<file path="src/rtl/dram_dmac_pkg.sv">
// ---------------------------------------------------------------------------
// dram_dmac_pkg
// Shared definitions for the dram_dmac word-granular DMA engine:
//   - dmac_state_t    : engine FSM state encoding
//   - DIR_D2S/DIR_S2D : transfer direction codes (value of the dir input)
//   - DRAM_WORD_BYTES : byte stride of one DRAM word
// ---------------------------------------------------------------------------
package dram_dmac_pkg;

    typedef enum logic [2:0] {
        S_IDLE     = 3'd0,
        S_D2S_REQ  = 3'd1,
        S_D2S_WR   = 3'd2,
        S_S2D_RD   = 3'd3,
        S_S2D_WAIT = 3'd4,
        S_S2D_REQ  = 3'd5,
        S_GAP      = 3'd6,
        S_DONE     = 3'd7
    } dmac_state_t;

    localparam logic        DIR_D2S         = 1'b0;
    localparam logic        DIR_S2D         = 1'b1;
    localparam logic [31:0] DRAM_WORD_BYTES = 32'd4;

endpackage

</file>
<file path="src/rtl/dram_dmac.sv">
// ---------------------------------------------------------------------------
// dram_dmac
// Copies blocks of 32-bit words between on-chip data SRAM and DDR through the
// jtag_adapter request interface. One word is in flight at a time; every
// DRAM request is followed by a one-cycle GAP with both enables low so the
// adapter can return to dormant before the next request.
//
// Ports:
//   clk, rstn            clock, asynchronous active-low reset
//   start, dir           start pulse; direction (0 = D2S, 1 = S2D)
//   srcDramAddr          DRAM byte address (word aligned), sampled on start
//   sramBase, len        SRAM word address and word count, sampled on start
//   busy, done, error    status: in progress, completion pulse, sticky timeout
//   sramAddress/sramWriteEnable/sramWriteData/sramReadData
//                        SRAM port (read data one cycle after address)
//   dramAddress/dramWriteData/dramReadEnable/dramWriteEnable
//                        request to jtag_adapter
//   dramReadData/dramValid
//                        response from jtag_adapter
//
// Build option: DRAM_DMAC_TIMEOUT_EN adds a per-request watchdog of
// TIMEOUT_CYCLES cycles; without it error is tied low and requests wait
// indefinitely.
// ---------------------------------------------------------------------------
module dram_dmac
    import dram_dmac_pkg::*;
#(
    parameter int SRAM_AW        = 14,
    parameter int LEN_W          = 16,
    parameter int TIMEOUT_CYCLES = 4096
) (
    input  logic               clk,
    input  logic               rstn,
    input  logic               start,
    input  logic               dir,
    input  logic [31:0]        srcDramAddr,
    input  logic [SRAM_AW-1:0] sramBase,
    input  logic [LEN_W-1:0]   len,
    output logic               busy,
    output logic               done,
    output logic               error,
    output logic [SRAM_AW-1:0] sramAddress,
    output logic               sramWriteEnable,
    output logic [31:0]        sramWriteData,
    input  logic [31:0]        sramReadData,
    output logic [31:0]        dramAddress,
    output logic [31:0]        dramWriteData,
    output logic               dramReadEnable,
    output logic               dramWriteEnable,
    input  logic [31:0]        dramReadData,
    input  logic               dramValid
);

    dmac_state_t        r_state;
    logic               r_dir;
    logic [31:0]        r_dram_addr;
    logic [SRAM_AW-1:0] r_sram_addr;
    logic [LEN_W-1:0]   r_remaining;
    logic               r_busy;
    logic               r_done;
    logic               r_sram_we;
    logic [31:0]        r_sram_wdata;
    logic [31:0]        r_dram_wdata;
    logic               r_dram_re;
    logic               r_dram_we;

`ifdef DRAM_DMAC_TIMEOUT_EN
    // Counter only has to reach TIMEOUT_CYCLES-1: the expiring cycle is the
    // TIMEOUT_CYCLES-th cycle spent in the request state.
    localparam int          TMO_W    = (TIMEOUT_CYCLES > 2) ? $clog2(TIMEOUT_CYCLES) : 1;
    localparam logic [TMO_W-1:0] TMO_LAST = TMO_W'(TIMEOUT_CYCLES - 1);
    logic [TMO_W-1:0] r_tmo_cnt;
    logic             r_error;
`else
    logic [31:0] w_unused_timeout;
    assign w_unused_timeout = 32'(TIMEOUT_CYCLES);
`endif

    // Engine FSM and datapath registers; done and the SRAM strobe are
    // single-cycle pulses that default low every cycle.
    always_ff @(posedge clk or negedge rstn) begin
        if (!rstn) begin
            r_state      <= S_IDLE;
            r_dir        <= DIR_D2S;
            r_dram_addr  <= 32'd0;
            r_sram_addr  <= {SRAM_AW{1'b0}};
            r_remaining  <= {LEN_W{1'b0}};
            r_busy       <= 1'b0;
            r_done       <= 1'b0;
            r_sram_we    <= 1'b0;
            r_sram_wdata <= 32'd0;
            r_dram_wdata <= 32'd0;
            r_dram_re    <= 1'b0;
            r_dram_we    <= 1'b0;
`ifdef DRAM_DMAC_TIMEOUT_EN
            r_tmo_cnt    <= {TMO_W{1'b0}};
            r_error      <= 1'b0;
`endif
        end else begin
            r_done    <= 1'b0;
            r_sram_we <= 1'b0;
            case (r_state)
                S_IDLE: begin
                    if (start) begin
`ifdef DRAM_DMAC_TIMEOUT_EN
                        r_error   <= 1'b0;
                        r_tmo_cnt <= {TMO_W{1'b0}};
`endif
                        if (len == {LEN_W{1'b0}}) begin
                            r_done <= 1'b1;
                        end else begin
                            r_dir       <= dir;
                            r_dram_addr <= srcDramAddr;
                            r_sram_addr <= sramBase;
                            r_remaining <= len;
                            r_busy      <= 1'b1;
                            if (dir == DIR_S2D) begin
                                r_state <= S_S2D_RD;
                            end else begin
                                r_state   <= S_D2S_REQ;
                                r_dram_re <= 1'b1;
                            end
                        end
                    end
                end
                S_D2S_REQ: begin
                    if (dramValid) begin
                        r_sram_wdata <= dramReadData;
                        r_dram_re    <= 1'b0;
                        r_sram_we    <= 1'b1;
                        r_state      <= S_D2S_WR;
                    end
`ifdef DRAM_DMAC_TIMEOUT_EN
                    else if (r_tmo_cnt == TMO_LAST) begin
                        r_dram_re <= 1'b0;
                        r_error   <= 1'b1;
                        r_done    <= 1'b1;
                        r_state   <= S_DONE;
                    end else begin
                        r_tmo_cnt <= r_tmo_cnt + TMO_W'(1);
                    end
`endif
                end
                S_D2S_WR: begin
                    r_state <= S_GAP;
                end
                S_S2D_RD: begin
                    r_state <= S_S2D_WAIT;
                end
                S_S2D_WAIT: begin
                    r_dram_wdata <= sramReadData;
                    r_dram_we    <= 1'b1;
                    r_state      <= S_S2D_REQ;
`ifdef DRAM_DMAC_TIMEOUT_EN
                    r_tmo_cnt    <= {TMO_W{1'b0}};
`endif
                end
                S_S2D_REQ: begin
                    if (dramValid) begin
                        r_dram_we <= 1'b0;
                        r_state   <= S_GAP;
                    end
`ifdef DRAM_DMAC_TIMEOUT_EN
                    else if (r_tmo_cnt == TMO_LAST) begin
                        r_dram_we <= 1'b0;
                        r_error   <= 1'b1;
                        r_done    <= 1'b1;
                        r_state   <= S_DONE;
                    end else begin
                        r_tmo_cnt <= r_tmo_cnt + TMO_W'(1);
                    end
`endif
                end
                S_GAP: begin
                    // Both enables are already low here; dramValid is ignored.
                    r_remaining <= r_remaining - LEN_W'(1);
                    r_dram_addr <= r_dram_addr + DRAM_WORD_BYTES;
                    r_sram_addr <= r_sram_addr + SRAM_AW'(1);
                    if (r_remaining == LEN_W'(1)) begin
                        r_done  <= 1'b1;
                        r_state <= S_DONE;
                    end else if (r_dir == DIR_S2D) begin
                        r_state <= S_S2D_RD;
                    end else begin
                        r_state   <= S_D2S_REQ;
                        r_dram_re <= 1'b1;
`ifdef DRAM_DMAC_TIMEOUT_EN
                        r_tmo_cnt <= {TMO_W{1'b0}};
`endif
                    end
                end
                S_DONE: begin
                    r_busy  <= 1'b0;
                    r_state <= S_IDLE;
                end
                default: begin
                    r_busy    <= 1'b0;
                    r_dram_re <= 1'b0;
                    r_dram_we <= 1'b0;
                    r_state   <= S_IDLE;
                end
            endcase
        end
    end

    assign busy            = r_busy;
    assign done            = r_done;
    assign sramAddress     = r_sram_addr;
    assign sramWriteEnable = r_sram_we;
    assign sramWriteData   = r_sram_wdata;
    assign dramAddress     = r_dram_addr;
    assign dramWriteData   = r_dram_wdata;
    assign dramReadEnable  = r_dram_re;
    assign dramWriteEnable = r_dram_we;
`ifdef DRAM_DMAC_TIMEOUT_EN
    assign error           = r_error;
`else
    assign error           = 1'b0;
`endif

endmodule
</file>
<file path="config.mk">
export PLATFORM = sky130hd
export DESIGN_NAME = dram_dmac
export DESIGN_NICKNAME = d
export VERILOG_FILES = /design/src/rtl/dram_dmac_pkg.sv /design/src/rtl/dram_dmac.sv
export SDC_FILE = /design/constraint.sdc
export NUM_CORES = 1
export LEC_CHECK = 0
export ABC_AREA = 1
export BUFFER_PORTS_ARGS = -buffer_cell sky130_fd_sc_hd__buf_2
export CAP_MARGIN = 20
export CORE_MARGIN = 4
export CORE_UTILIZATION = 25
export DETAILED_ROUTE_END_ITERATION = 8
export MAX_ROUTING_LAYER = met4
export SLEW_MARGIN = 20
export SYNTH_ARGS = -nofsm -noshare
export SYNTH_HDL_FRONTEND = slang
export SYNTH_SLANG_ARGS = --single-unit
</file>
<file path="constraint.sdc">
create_clock -name clk -period 1.9 [get_ports clk]
set_input_delay 0.38 -clock clk [delete_from_list [all_inputs] [get_ports clk]]
set_output_delay 0.38 -clock clk [all_outputs]
set_load 0.05 [all_outputs]
</file>
Yosys cells after proc, flatten, opt, wreduce, memory -nomap -nowiden
Cells that the tools add are included.
- register bits after elaboration: 135
- output and inout bits: 116
- input bits: 131
- equal/unequal tests: 15
- muxes and demuxes: 34
- bitwise gates (word level): 1
- $add $sub $neg: 3
- reductions and logical operators: 13
- operators by type and width (operator ; number):
    $mux 32 ; 2
    $pmux 32 s2 ; 1
    $add 32x3->32 const B ; 1
    $mux 16 ; 2
    $pmux 16 s2 ; 1
    $mux 14 ; 2
    $pmux 14 s2 ; 1
    $pmux 3 s8 ; 1
    $eq 16x1->1 const B ; 1
    $logic_not 16->1 ; 1
    $sub 16x1->16 const B ; 1
    $mux 3 ; 5
    $add 14x1->14 const B ; 1
    $ne 2x2->1 const B ; 7
    $mux 1 ; 13
    $eq 3x3->1 const B ; 4
    $reduce_and 3->1 ; 3
    $reduce_and 7->1 ; 1
    $eq 3x2->1 const B ; 2
    $pmux 1 s2 ; 3
    $reduce_bool 2->1 ; 3
    $mux 2 ; 2
    $reduce_and 2->1 ; 2
    $reduce_and 4->1 ; 1
    5 further kinds ; 5

Longest topological paths before layout
- word-level depth: 4
- depth in mapped cells: 11
- mapped depth without buffers: 11

Least setup slack after synthesis
No wires, ideal clock.
- kind: register to register
- from: reg r_dram_addr[2], in the netlist dramAddress[2]
- to: reg r_dram_addr[14], in the netlist dramAddress[14]
- clock period less this slack: 1.891 ns
- setup time: 0.118 ns
- path slack: 0.009 ns
- stages on the path, launching flop included: 11
- path buffers: 0
- arrival: 1.773 ns
- cells stage by stage: dfrtp_1 ha_1 nand3_1 inv_1 nand2_1 inv_1 nand3_1 nand3_1 nand2_1 nand2_1 nand2_1
- word-level cells in the longest chain between the ends: 2
- ends and longest elaborated chain (element ; RTL line ; source):
    start, declared ; dram_dmac.sv:56 ; logic [31:0] r_dram_addr;
    start signal, assigned ; dram_dmac.sv:113 ; r_dram_addr <= srcDramAddr;
    start signal, assigned ; dram_dmac.sv:177 ; r_dram_addr <= r_dram_addr + DRAM_WORD_BYTES;
    $add 32x3->32 ; dram_dmac.sv:177 ;
    $pmux 32 s2 ; dram_dmac.sv:102 ; case (r_state)
No other way between the ends.
A chain may end at the register's enable or synchronous reset.

Final worst setup path
- from: reg r_dram_addr[2], in the netlist dramAddress[2]
- to: reg r_dram_addr[13], in the netlist dramAddress[13]
Same word-level chain as after synthesis.

==> run_results.csv <==
group,metric,value,unit
cells_and_area,area_growth_syn_to_layout,31.92,%
setup_path,crit_path_start_kind,"register",
worst_hold_path,instance_count_along_the_most_critical_hold_path,3,
setup_path,r2r_start,"dramAddress[2]$_DFFE_PN0P_",
synthesis,synth_area,0.007522,mm2
setup_path,setup_slack_of_the_most_critical_reg_to_reg_path,0.24,ns
cells_and_area,leading_cell_types_in_the_layout_fill_and_taps_excluded,"462 x nand2_1, 244 x buf_2, 135 x dfrtp_1",
cts,htree_levels,4,
setup_path,worst_setup_path_end_kind,"register",
global_route,grt_max_degree,48,
route,drtIter0Drc,493,
global_route,wire_length_of_the_first_global_routing_pass,39360,um
global_route,grt_overflow,0,
floorplanning,fp.dieArea,0.03293,mm2
setup_path,r2r_cells,10,
sta,final_min_period_over_clock_period,87.22,%
sta,max_slew.worst_pin.slew,0.5338,ns
status,run_status,"finished clean",
placement,place_congestion,0.9050,
route,routedWlPerCell,13.85,um
setup_path,cp.required,2.20,ns
global_route,first_global_vias,7735,
synthesis,largest_cells_by_area_after_synthesis,"dfrtp_1 45%, nand2_1 23%, nor2_1 5.6%",
synthesis,syn_area_per_cell,7.110,um2
cts,ctsResizeCount,0,
placement,placedCellCount,1686,
floorplanning,die_h,181.5,um
cts,numClockSinks,135,
floorplanning,coreArea,0.02964,mm2
floorplanning,rows,63,
synthesis,synthMuxAreaShare,4.790,%
synthesis,yosys.area.top_type_share,44.91,%
sta,worst_clock_skew,0.009182,ns
sta,finalCriticalPeriod,1.657,ns
worst_hold_path,holdPathEnd,"sramWriteData[6]$_DFFE_PN0P_",
synthesis,synth_top_cell_by_area,"dfrtp_1",
sta,setup_tns,0,ns
setup_path,timing.critical_path.cells,"buf_4, inv_1, nor2_1, nand2_1, inv_1, nand3_1, nand3_1, nand2_1, nand2_1, nand2_1",
synthesis,synthXorXnorAreaFrac,0.1164,%
power,power.density,1966,mW/mm2
cells_and_area,drive_above_1_share,27.56,%
cts,root_buffer,"clkbuf_16",
worst_hold_path,hold_path.class,"in2reg",
synthesis,synth_simple_gate_area_share,38.56,%
cts,cts_hold_repair.buffers,1,
job,max-cap-violations,0,
sta,fmax,603.4,MHz
route,postRouteAntennaNets,0,
global_route,globalRouteTotalUtil,15.05,%
setup_path,crit_path_max_fanout,6,
synthesis,yosysWarnings,0,
cells_and_area,multi_input_area,0.003650,mm2
power,power.ir.vdd_worst,965.5,uV
worst_hold_path,timing.hold.worst.start,"dramReadData[6]",
cts,cts_max_path_buffers,2,
floorplanning,start_util,25.38,%
route,finalWirelength,23910,um
cts,cts_made_buffers,17,
sta,max_slew_headroom_at_the_worst_pin,64.36,%
cells_and_area,final.fill_count,3244,
cts,clk_transition_reported_paths,0.06,ns
setup_path,worst-endpoint-arrival,1.96,ns
setup_path,worst_path_largest_cell_delay,0.35,ns
synthesis,compound_gate_portion_of_the_synthesized_area,4.341,%
placement,placement.io_buffers,245,
floorplanning,io-pin-count,247,
synthesis,synth.yosys.seq_area_share,44.91,%
synthesis,adder_cell_area_share_of_the_yosys_netlist,0.6653,%
synthesis,net_count_of_the_mapped_netlist,1193,
sta,finalHoldViolations,0,
setup_path,critical_path_class,"reg2reg",
cells_and_area,final-instance-count-excl-fill,1727,
route,drc,0,
cts,tritoncts,"yes",
sta,slew_violations,0,
cts,post_cts_buffers,0,
setup_path,worstReg2RegEnd,"dramAddress[13]$_DFFE_PN0P_",
route,dr.pass1.iters,5,
cells_and_area,layout.cells.most_common,"nand2_1",
floorplanning,die_width,181.5,um
power,power_leakage,0.005191,uW
synthesis,yosys_register_bits,135,
synthesis,main_combinational_cell_family_by_area_after_synthesis,"simple AND/OR/NAND/NOR gates",
cts,worst_skew_pair.late_latency,0.42,ns
sta,setup_repair_after_global_routing_missed_its_margin,"no",
route,post_drt_via_cell_ratio,4.417,
global_route,grt_antenna_before_repair,9,
cells_and_area,sequential_cell_area,0.003378,mm2
cells_and_area,finalNetCount,1451,
route,num_vias,7629,
placement,hpwl,18070,um
setup_path,critical_path_most_common_cell,"nand2_1",
setup_path,critical_path.slowest_cell,"dfrtp_1",
synthesis,syn-instance-count,1058,
synthesis,synth.lib_cells_used.distinct,28,
sta,finalSetupViolCount,0,
==> Yosys cell counts (all sizes together) <==
| library cell | instances |
|---|---|
| nor2 | 114 |
| nand2 | 462 |
| o31ai | 2 |
| a31oi | 1 |
| nor3 | 4 |
| ha | 4 |
| nand3b | 13 |
| a21oi | 6 |
| clkbuf | 9 |
| nor3b | 1 |
| conb | 1 |
| inv | 81 |
| o21ai | 52 |
| nand3 | 82 |
| o21bai | 2 |
| or2 | 22 |
| xnor2 | 1 |
| buf | 26 |
| dfrtp | 135 |
| mux2 | 32 |
| nand4 | 8 |
==> power breakdown <==
part	total, uW	internal [uW]	switching [uW]
Combinational	10900	3010	7850
Clock	3140	1790	1350
Sequential	5510	4290	1220
Total	19500	9090	10400
==> per-stage QoR <==
stage	hold slack, ns	power, uW	utilization, %	setup slack, ns	instance area (um2)
5_1_grt	0.1350	21040	33.48	0.07802	9923
3_3_place_gp	0.2928	16360	31.55	0.2460	9350
2_1_floorplan	0.08441	13550	-	0.009153	7522
6_report	0.1601	19510	33.48	0.2428	9923
4_1_cts	0.1287	19800	33.41	0.2550	9901
3_5_place_dp	0.2965	16540	31.55	0.2445	9350
==> layout make-up <==
class | instances | area share [%]
Antenna cell | 9 | 0.2270
Clock buffer | 19 | 4.363
Clock inverter | 12 | 1.084
Inverter | 81 | 3.064
Multi-Input combinational cell | 807 | 36.78
Sequential cell | 135 | 34.04
Tap cell | 390 | 4.917
Timing Repair Buffer | 274 | 15.52
==> per-layer routing <==
layer | global-route usage, % | up-vias | wire, um
met5 | - | - | 0
met1 | 18.49 | 3540 | 10890
met4 | 3.062 | 0 | 197
li1 | - | 3843 | -
met2 | 24.91 | 237 | 11390
met3 | 4.287 | 9 | 1434
==> critical path, delay by kind of cell, from the launching register on <==
kind | cells | cell delay (ns)
simple gates | 7 | 0.74
buf+inv | 3 | 0.46
flops | 1 | 0.35
==> cell families after synthesis <==
logic type,Yosys count
xor+xnor,1
compound gates,63
fa+ha+maj,4
other cells,1
simple gates,706
mux,32
flops,135
buf+inv,116
==> sequential cells by signal (all words and copies together), names as in the netlist <==
signal and flops:
sramAddress 14, dramAddress 32, busy 1, r_remaining 16
dramWriteEnable 1, dramWriteData 32, sramWriteData 32, r_state 3
sramWriteEnable 1, dramReadEnable 1, done 1, r_dir 1
==> worst max path at each step <==
stage	start	endpoint	slack, ns	depth (start not counted)
finish	dramAddress[2]$_DFFE_PN0P_	dramAddress[13]$_DFFE_PN0P_	0.24	10
global route	dramAddress[9]$_DFFE_PN0P_	dramAddress[25]$_DFFE_PN0P_	0.08	9
CTS	r_remaining[0]$_DFFE_PN0P_	r_remaining[10]$_DFFE_PN0P_	0.26	9
detailed placement	len[10]	r_remaining[5]$_DFFE_PN0P_	0.24	11
global placement	len[12]	r_remaining[9]$_DFFE_PN0P_	0.25	11
floorplan	dramAddress[2]$_DFFE_PN0P_	dramAddress[14]$_DFFE_PN0P_	0.009	10
No activity file was read; power rests on OpenSTA's default activity.
